### config.mk
export PLATFORM = sky130hd
export DESIGN_NAME = sram_axi_slave
export DESIGN_NICKNAME = d
export VERILOG_FILES = /design/src/rtl/sram_axi_slave.sv
export SDC_FILE = /design/constraint.sdc
export NUM_CORES = 1
export LEC_CHECK = 0
export CORE_AREA = 4 4 107 109
export DETAILED_ROUTE_END_ITERATION = 7
export DIE_AREA = 0 0 111 113
export GPL_TIMING_DRIVEN = 0
export PLACE_DENSITY = 0.76
export SYNTH_ARGS = -nofsm -noshare
export SYNTH_HDL_FRONTEND = slang
export SYNTH_SLANG_ARGS = --single-unit
### constraint.sdc
create_clock -name clk -period 2.6 [get_ports clk]
set_input_delay 0.52 -clock clk [delete_from_list [all_inputs] [get_ports clk]]
set_output_delay 0.52 -clock clk [all_outputs]
set_load 0.01 [all_outputs]
### src/rtl/sram_axi_slave.sv
// AXI4 slave front end for a single-port 16K x 32 SRAM bank; one burst in flight at a time.
// Latency: write beat hits SRAM in its W handshake cycle, B follows WLAST by one cycle; read data two cycles after AR/RREADY.
// Backpressure: RVALID/BVALID hold with stable payload until RREADY/BREADY; WREADY only in the write data phase.
module sram_axi_slave #(
    parameter int IDS_W   = 8,
    parameter int ADDR_W  = 32,
    parameter int DATA_W  = 32,
    parameter int STRB_W  = DATA_W / 8,
    parameter int SRAM_AW = 14
) (
    input  logic                clk,
    input  logic                rst,
    // write address channel
    input  logic [IDS_W-1:0]    AWID,
    input  logic [ADDR_W-1:0]   AWADDR,
    input  logic [3:0]          AWLEN,
    input  logic [2:0]          AWSIZE,
    input  logic [1:0]          AWBURST,
    input  logic                AWVALID,
    output logic                AWREADY,
    // write data channel
    input  logic [DATA_W-1:0]   WDATA,
    input  logic [STRB_W-1:0]   WSTRB,
    input  logic                WLAST,
    input  logic                WVALID,
    output logic                WREADY,
    // write response channel
    output logic [IDS_W-1:0]    BID,
    output logic [1:0]          BRESP,
    output logic                BVALID,
    input  logic                BREADY,
    // read address channel
    input  logic [IDS_W-1:0]    ARID,
    input  logic [ADDR_W-1:0]   ARADDR,
    input  logic [3:0]          ARLEN,
    input  logic [2:0]          ARSIZE,
    input  logic [1:0]          ARBURST,
    input  logic                ARVALID,
    output logic                ARREADY,
    // read data channel
    output logic [IDS_W-1:0]    RID,
    output logic [DATA_W-1:0]   RDATA,
    output logic [1:0]          RRESP,
    output logic                RLAST,
    output logic                RVALID,
    input  logic                RREADY,
    // SRAM port
    output logic                sram_cs,
    output logic [STRB_W-1:0]   sram_we,
    output logic [SRAM_AW-1:0]  sram_addr,
    output logic [DATA_W-1:0]   sram_wdata,
    input  logic [DATA_W-1:0]   sram_rdata
);

    typedef enum logic [2:0] {
        S_IDLE    = 3'd0,
        S_W_DATA  = 3'd1,
        S_W_RESP  = 3'd2,
        S_R_FETCH = 3'd3,
        S_R_DATA  = 3'd4
    } state_t;

    state_t              state_q, state_d;
    logic [IDS_W-1:0]    id_q, id_d;
    logic [SRAM_AW-1:0]  addr_q, addr_d;
    logic [3:0]          len_q, len_d;
    logic [1:0]          burst_q, burst_d;
    logic [3:0]          cnt_q, cnt_d;
    logic [SRAM_AW-1:0]  addr_nxt;

    // Transfer size is always a full word and upper address bits are decoded upstream.
    logic unused_inputs;
    assign unused_inputs = ^{AWSIZE, ARSIZE, AWADDR[ADDR_W-1:SRAM_AW+2], AWADDR[1:0],
                             ARADDR[ADDR_W-1:SRAM_AW+2], ARADDR[1:0]};

    // FIXED bursts stay on one word; INCR and WRAP both step one word, wrapping at the bank edge.
    assign addr_nxt = (burst_q == 2'b00) ? addr_q : addr_q + SRAM_AW'(1);

    // Next-state and transaction context: latch the accepted burst, advance per beat.
    always_comb begin
        state_d = state_q;
        id_d    = id_q;
        addr_d  = addr_q;
        len_d   = len_q;
        burst_d = burst_q;
        cnt_d   = cnt_q;
        unique case (state_q)
            S_IDLE: begin
                if (AWVALID) begin
                    id_d    = AWID;
                    addr_d  = AWADDR[SRAM_AW+1:2];
                    len_d   = AWLEN;
                    burst_d = AWBURST;
                    cnt_d   = '0;
                    state_d = S_W_DATA;
                end else if (ARVALID) begin
                    id_d    = ARID;
                    addr_d  = ARADDR[SRAM_AW+1:2];
                    len_d   = ARLEN;
                    burst_d = ARBURST;
                    cnt_d   = '0;
                    state_d = S_R_FETCH;
                end
            end
            S_W_DATA: begin
                if (WVALID) begin
                    addr_d = addr_nxt;
                    if (WLAST) state_d = S_W_RESP;
                end
            end
            S_W_RESP: begin
                if (BREADY) state_d = S_IDLE;
            end
            S_R_FETCH: begin
                state_d = S_R_DATA;
            end
            S_R_DATA: begin
                if (RREADY) begin
                    if (cnt_q == len_q) begin
                        state_d = S_IDLE;
                    end else begin
                        cnt_d   = cnt_q + 4'd1;
                        addr_d  = addr_nxt;
                        state_d = S_R_FETCH;
                    end
                end
            end
            default: state_d = S_IDLE;
        endcase
    end

    // State and context registers; reset abandons any burst in progress.
    always_ff @(posedge clk) begin
        if (rst) begin
            state_q <= S_IDLE;
            id_q    <= '0;
            addr_q  <= '0;
            len_q   <= '0;
            burst_q <= '0;
            cnt_q   <= '0;
        end else begin
            state_q <= state_d;
            id_q    <= id_d;
            addr_q  <= addr_d;
            len_q   <= len_d;
            burst_q <= burst_d;
            cnt_q   <= cnt_d;
        end
    end

    // Channel and SRAM outputs decoded from state; everything forced low while reset is held.
    always_comb begin
        AWREADY    = 1'b0;
        ARREADY    = 1'b0;
        WREADY     = 1'b0;
        BVALID     = 1'b0;
        BID        = '0;
        BRESP      = 2'b00;
        RVALID     = 1'b0;
        RID        = '0;
        RDATA      = '0;
        RRESP      = 2'b00;
        RLAST      = 1'b0;
        sram_cs    = 1'b0;
        sram_we    = '0;
        sram_addr  = '0;
        sram_wdata = '0;
        if (!rst) begin
            unique case (state_q)
                S_IDLE: begin
                    AWREADY = 1'b1;
                    ARREADY = ~AWVALID;
                end
                S_W_DATA: begin
                    WREADY = 1'b1;
                    if (WVALID) begin
                        sram_cs    = 1'b1;
                        sram_we    = WSTRB;
                        sram_addr  = addr_q;
                        sram_wdata = WDATA;
                    end
                end
                S_W_RESP: begin
                    BVALID = 1'b1;
                    BID    = id_q;
                end
                S_R_FETCH: begin
                    sram_cs   = 1'b1;
                    sram_addr = addr_q;
                end
                S_R_DATA: begin
                    RVALID = 1'b1;
                    RID    = id_q;
                    RDATA  = sram_rdata;
                    RLAST  = (cnt_q == len_q);
                end
                default: ;
            endcase
        end
    end

endmodule

==> impl_results.md, run 1 <==
- Outcome: finished, final reports clean
- Die Y-Extent: 113 um
- Total track usage: 19.1%
- DP Wirelength: 10500 um
- WS Path Type: in2out
- Layout cells sized above 1: 17.6%
- Cell Rows: 38
- Initial Utilization: 28.1%
- Library cells used by synthesis: 51
- Port bufs: 235
- Violation count after the first detailed-route iteration: 198
- Clock latency on the worst-skew pair: 0.30 ns
- Initial antenna violation count: 0
- Clock Sinks: 35
- Worst rel slew slack: 40.5%
- DR vias: 3928
- Synth Instances: 390
- Flip-flop and latch count after synthesis: 35
- Maximum VDD drop: 0.412 mV
- CP dominant cell by count: buf_4
- DR DRC count: 0
- Pin count of the biggest net entering global routing: 13
- Crit path max fanout: 10
- CTS tree: yes
- Clock transition at path regs: 0.07 ns
- Worst reg2reg startpoint: state_q[2]$_SDFFE_PP0P_
- CP max stage delay: 0.53 ns
- Post-route clock skew: 0.0118 ns
- HP Class: reg2reg
- Max Slew Vio Count: 0
- Drt first pass iters: 4
- Worst Path Required: 2.08 ns
- Hold_buf cts: 0
- Worst setup path start: rst
- IO Count: 283
- Routed wire length: 13000 um
- Clock Tree Root: clkbuf_8
- Critical-path cell list: dlygate4sd2_1 > buf_4 > nor4_4 > buf_4 > clkdlybuf4s50_1
- CTS buffer count: 5
- Final hold violations: 0
- CP startpoint kind: input pin
- Final setup viols: 0
- Die width: 111 um
- Vias in the first global route: 3990
- Routed length per instance: 16.4 um
- Synth Area per Inst: 7.65 um^2
- Final #Nets: 830
- Via density: 4.94
- Grt ovf: 0
- Post-Syn Area: 0.00298 mm^2
- Slew of the pin with the lowest slew margin: 0.893 ns
- ANT cells: 0
- Dpl ws: -0.948 ns
- Main synth FF type: dfxtp_1
- Synth-to-Final Area Change: 92.7%
- Sequential area share after synthesis: 23.5%
- Post-synth EDFFs: 0
- H-tree depth: 2
- Share of async-settable or async-resettable flops after synthesis: 0%
- Die ar.: 0.0125 mm^2
- PD cells: 623 mW/mm^2
- Final min period: 2.58 ns
- Leakage: 2.83 nW
- Max-cap violations: 0
- Core area: 0.0106 mm^2
- Final period utilization: 99.1%
- Fillers: 962
- Worst setup margin: 0.0225 ns
- Synth warn: 0
- Maximum clock frequency: 0.388 GHz
- Hold WS: 0.493 ns
- Detail Route Antenna Nets: 0
- Final Wtd Congestion: 1.01
- Worst Hold Launch: addr_q[13]$_SDFFE_PP0P_
- WP buf/inv: 4
- CP Data Arrival Time: 2.06 ns
- First-pass GRT wire length: 19600 um
- Delay-heaviest family, CP: buffers and inverters
- Worst path slowest cell: clkdlybuf4s50_1
- Clock Path Buffers: 2
- Crit end category: output pin
## Yosys cell counts (2+ instances only)
master | count | share of area (%)
and2_1 | 62 | 13
and3_1 | 40 | 8.4
nor2_1 | 38 | 4.8
dfxtp_1 | 35 | 23
mux2i_1 | 29 | 9.7
clkbuf_1 | 19 | 2.4
o21ai_0 | 17 | 2.9
a211oi_1 | 15 | 3.8
a21oi_1 | 11 | 1.8
nor4_1 | 9 | 1.9
buf_2 | 8 | 1.3
nand2_1 | 8 | 1.0
nand3_1 | 8 | 1.3
o21ai_2 | 8 | 2.3
inv_1 | 7 | 0.88
nor3_1 | 7 | 1.2
a21oi_2 | 6 | 1.8
buf_4 | 5 | 1.3
buf_6 | 4 | 1.5
nor3b_1 | 4 | 1.0
o21a_1 | 4 | 1.0
xnor2_1 | 4 | 1.2
nand4_1 | 3 | 0.63
o211a_1 | 3 | 1.0
and4_1 | 2 | 0.59
buf_1 | 2 | 0.25
ha_1 | 2 | 0.84
nand2b_1 | 2 | 0.42
nor2b_1 | 2 | 0.42
nor4_2 | 2 | 0.84
o21ai_1 | 2 | 0.34
o22ai_1 | 2 | 0.42
or3_1 | 2 | 0.42
## sequential cells by signal, summed over array words and instances (netlist names)
| signal | flops |
|---|---|
| state_q | 3 |
| len_q | 4 |
| cnt_q | 4 |
| id_q | 8 |
| addr_q | 14 |
| burst_q | 2 |
## what timing repair did
| action | 4_1_cts | 5_1_grt |
|---|---|---|
| gates resized for setup | 197 | 31 |
| buffers inserted | 20 | 1 |
| pin swaps | 7 | 4 |
| setup endpoints to repair | 105 | 57 |
| gates cloned | 1 | 0 |
## layout make-up
cell class	instances	area, um^2	share of cell area, %
plain buffers	35	273	4.75
flip-flops and latches	35	704	12.3
clock buffers	5	68.8	1.20
inverters	8	32.5	0.566
multi-input cells	312	2130	37.0
well taps	140	175	3.05
repair buffers	257	2350	40.9
clock inverters	3	20.0	0.348
## layout by cell type (no fill, tap or decap), types with 4 or more instances in the layout
| cell | Yosys | layout |
|---|---|---|
| dfxtp_1 | 35 | 32 |
| and3_1 | 40 | 40 |
| nor3b_1 | 4 | 4 |
| a21oi_2 | 6 | 6 |
| nor3_1 | 7 | 6 |
| o21ai_0 | 17 | 17 |
| dlygate4sd2_1 | 0 | 72 |
| nand3_1 | 8 | 8 |
| o21a_1 | 4 | 4 |
| a21oi_1 | 11 | 11 |
| conb_1 | 1 | 4 |
| inv_1 | 7 | 6 |
| mux2i_1 | 29 | 29 |
| buf_4 | 5 | 25 |
| buf_2 | 8 | 19 |
| nor4_1 | 9 | 8 |
| nor2_1 | 38 | 38 |
| o21ai_2 | 8 | 8 |
| buf_6 | 4 | 11 |
| clkdlybuf4s50_1 | 0 | 131 |
| and2_1 | 62 | 59 |
| clkbuf_8 | 0 | 11 |
| clkdlybuf4s15_1 | 0 | 6 |
| xnor2_1 | 4 | 4 |
| nand2_1 | 8 | 7 |
| clkbuf_1 | 19 | 11 |
| a211oi_1 | 15 | 15 |
| clkbuf_2 | 0 | 6 |
## layer usage
metal	wire (um)	vias to the layer above	global-route usage [%]
met3	1210	17	5.94
met1	4800	1797	19.6
li1	-	1901	-
met5	0	-	0
met2	6750	213	36.6
met4	256	0	6.65
## logic make-up after synthesis
family	after synthesis	share of synthesized area (%)
and+or+nand+nor	194	37.9
other	1	0.126
AOI/OAI and AO/OA	78	18.6
adders and majority gates	2	0.839
buffers and inverters	46	7.76
muxes	30	10.1
DFF	35	23.5
xor gates and xnor gates	4	1.17
## where the power goes
group | internal (W) | switching, W | total [W]
clock | 0.000187 | 0.000224 | 0.000411
sequential | 0.000748 | 0.000230 | 0.000978
combinational | 0.00104 | 0.00116 | 0.00219
total | 0.00197 | 0.00161 | 0.00358
## metrics by stage
stage | TNS (ns) | instance area, um^2 | cells | total power (W) | util [%]
after floorplan | 0 | 2990 | 393 | 0.00225 | -
after global placement | -49.76 | 5520 | 768 | 0.00296 | 52.1
after detailed placement | -51.57 | 5520 | 768 | 0.00303 | 52.1
after CTS | 0 | 5810 | 795 | 0.00355 | 54.8
after global routing | -0.0619 | 5750 | 795 | 0.00383 | 54.2
final | 0 | 5750 | 795 | 0.00358 | 54.2
## path summary, 6_finish.rpt
path                                                 to  slack, ns  cells past startpoint
worst min register to register  addr_q[13]$_SDFFE_PP0P_       0.49                      2
worst max-delay path                            AWREADY       0.02                      5
worst min-delay path            addr_q[13]$_SDFFE_PP0P_       0.49                      2
worst max register to register  addr_q[12]$_SDFFE_PP0P_       0.67                      8
## worst reg2reg max path, delay by kind of cell (launching register included)
kind	cells	cell delay, ns
buffers and inverters	3	0.70
DFF	1	0.32
AOI/OAI and AO/OA	3	0.50
and+or+nand+nor	2	0.26
No activity file was read; power rests on OpenSTA's default activity.
==> run 2, diff against run 1 <==
clock period = 2.4 ns   (was 2.6 ns; I/O delays follow)
==> impl_results.md, run 2 (synthesis gave the netlist of run 1 again) <==
- Outcome: finished with violations
- Failing checks: setup timing
- R2r setup slk: 0.47 ns (-0.20 ns)
- Reg with most FFs: addr_q
- Core area: 0.0106 mm^2 (unchanged)
- Clock Sinks: 35 (unchanged)
- WL met2: 6900 um (+2.2%)
- Final Wtd Congestion: 1.01 (unchanged)
- Max reg flops: 14 (unchanged)
- DR WL met3: 1200 um (-1.5%)
- Commonest non-fill, non-tap cell in the layout: clkdlybuf4s50_1
- CP dominant cell by count: buf_6
- Final period utilization: 100%
- First-pass GRT wire length: 20300 um (+3.6%)
- Routed length per instance: 16.7 um (+1.7%)
- Worst Path Required: 1.92 ns (-0.16 ns)
- HP Class: reg2reg
- CP max stage delay: 0.40 ns (-0.13 ns)
- ANT cells: 0 (unchanged)
- End of the critical path: RID[3]
- CP startpoint kind: register
- Final #Nets: 835 (+0.60%)
- Biggest regs: addr_q (14), id_q (8)
- WS Path Type: reg2out
- Vias in the first global route: 4062 (+1.8%)
- Pin count of the biggest net entering global routing: 13 (unchanged)
- Routed wire length: 13300 um (+2.3%)
- Grt ovf: 0 (unchanged)
- Placed Instances: 768 (unchanged)
- Max Slew Vio Count: 0 (unchanged)
- DP Wirelength: 10500 um (unchanged)
- Hold_buf cts: 0 (unchanged)
- Cell Rows: 38 (unchanged)
- Crit end category: output pin
- Drt first pass iters: 4 (unchanged)
- Maximum VDD drop: 0.448 mV (+8.8%)
- DR DRC count: 0 (unchanged)
- Final min period: 2.40 ns
- IO Count: 283 (unchanged)
- Worst setup margin: -0.00214 ns (-0.0246 ns)
- CP Data Arrival Time: 1.92 ns (-0.14 ns)
- Maximum clock frequency: 0.416 GHz
- Clock Tree Root: clkbuf_8
- Post-route clock skew: 0.00636 ns (-0.00548 ns)
- Synth-to-Final Area Change: 96.4%
- Worst reg2reg startpoint: state_q[2]$_SDFFE_PP0P_
- H-tree depth: 2 (unchanged)
- PD cells: 671 mW/mm^2 (+7.7%)
- DR vias: 4009 (+2.1%)
- Clock transition at path regs: 0.08 ns (about the same)
- Worst rel slew slack: 38.6% (-1.9 points)
- Max-cap violations: 0 (unchanged)
- Initial antenna violation count: 0 (unchanged)
- Total track usage: 19.8% (+0.71 points)
- Worst setup path start: state_q[2]$_SDFFE_PP0P_
- Most frequent cells in the layout: clkdlybuf4s50_1 (129), and2_1 (42), and3_1 (40), nor2_1 (38)
- RSZ-0062 raised after global routing: true
- Die Y-Extent: 113 um (unchanged)
- Fin cells: 800 (+0.63%)
- R2R depth: 8 (unchanged)
- Dpl ws: -1.07 ns (-0.120 ns)
- Slew of the pin with the lowest slew margin: 0.921 ns (+0.0285 ns)
- Critical-path cell list: inv_4 > or3_4 > nor2_4 > buf_6 > buf_6 > buf_6 > and2_4 > buf_6
- Die ar.: 0.0125 mm^2 (unchanged)
- Clock Path Buffers: 2 (unchanged)
- Leakage: 2.76 nW (-2.4%)
- CTS buffer count: 5 (unchanged)
- CTS tree: yes
- M1 WL: 4890 um (+1.9%)
- Detail Route Antenna Nets: 0 (unchanged)
- Via density: 5.01 (+1.4%)
- FF-to-FF End: addr_q[5]$_SDFFE_PP0P_
- Layout cells sized above 1: 27.1% (+9.6 points)
- Uppermost routed layer: met4
- Die width: 111 um (unchanged)
- Violation count after the first detailed-route iteration: 196 (-1.0%)
- Port bufs: 235 (unchanged)
- Final setup viols: 1 (+1)
- Worst path slowest cell: or3_4
- Clock latency on the worst-skew pair: 0.29 ns (about the same)
- Initial Utilization: 28.1% (unchanged)
- Final hold violations: 0 (unchanged)
- Crit path max fanout: 6 (-4)
## run 2: changes by cell type in the layout (fill, tap and decap cells not counted), moves of 7 or more
cell             previous run  this run
dlygate4sd2_1              72        25
buf_6                      11        32
and2_1                     59        42
and2_4                      3        20
clkbuf_2                    6        20
clkdlybuf4s15_2             1         8
## run 2: report_power, final
group / internal [W] / leakage [nW] / switching (W)
Combinational: 0.00114 / 2.43 / 0.00127
Clock: 0.000202 / 0.0402 / 0.000242
Sequential: 0.000814 / 0.290 / 0.000256
Total: 0.00216 / 2.76 / 0.00177
## run 2: worst min-delay path by stage
stage                                 start  depth (start not counted)                       to
floorplan           addr_q[13]$_SDFFE_PP0P_                          2  addr_q[13]$_SDFFE_PP0P_
global placement    addr_q[13]$_SDFFE_PP0P_                          2  addr_q[13]$_SDFFE_PP0P_
detailed placement  addr_q[13]$_SDFFE_PP0P_                          2  addr_q[13]$_SDFFE_PP0P_
CTS                 addr_q[13]$_SDFFE_PP0P_                          2  addr_q[13]$_SDFFE_PP0P_
global route         addr_q[8]$_SDFFE_PP0P_                          2   addr_q[8]$_SDFFE_PP0P_
finish              addr_q[13]$_SDFFE_PP0P_                          2  addr_q[13]$_SDFFE_PP0P_
## run 2: area by class of cell
| class | instances | area (um^2) |
|---|---|---|
| multi-input combinational | 312 | 2170 |
| tap | 140 | 175 |
| inverter | 8 | 32.5 |
| clock inverter | 3 | 20.0 |
| fill | 937 | 4740 |
| buffer | 32 | 248 |
| timing repair buffer | 265 | 2440 |
| sequential | 35 | 709 |
| clock buffer | 5 | 68.8 |
## run 2: timing repair
action / in CTS / in global routing
setup buffers: 26 / 3
setup endpoints to repair: 105 / 82
cloned: 4 / 0
gates resized for setup: 330 / 69
pin swaps: 28 / 4
## run 2: layer usage
layer	track usage, %	vias to the layer above
li1	-	1915
met1	20.9	1858
met2	38.1	211
met3	5.72	25
met4	5.75	0
met5	0	-
## run 2: stage by stage
| stage | TNS [ns] | total power, W | hold slack [ns] | cell area (um^2) | utilization (%) |
|---|---|---|---|---|---|
| final | -0.00214 | 0.00393 | 0.492 | 5860 | 55.3 |
| after global routing | -0.103 | 0.00419 | 0.516 | 5860 | 55.3 |
| after CTS | -1.55 | 0.00388 | 0.488 | 5910 | 55.7 |
| after detailed placement | -64.04 | 0.00329 | 0.477 | 5520 | 52.1 |
| after global placement | -62.21 | 0.00321 | 0.465 | 5520 | 52.1 |
| after floorplan | 0 | 0.00244 | 0.455 | 2990 | - |
## run 2: worst max-delay path: cells and delay by family, from the launching register on
kind	cells	cell delay, ns
AND/OR/NAND/NOR	3	0.74
buffers and inverters	5	0.49
flip-flops	1	0.38
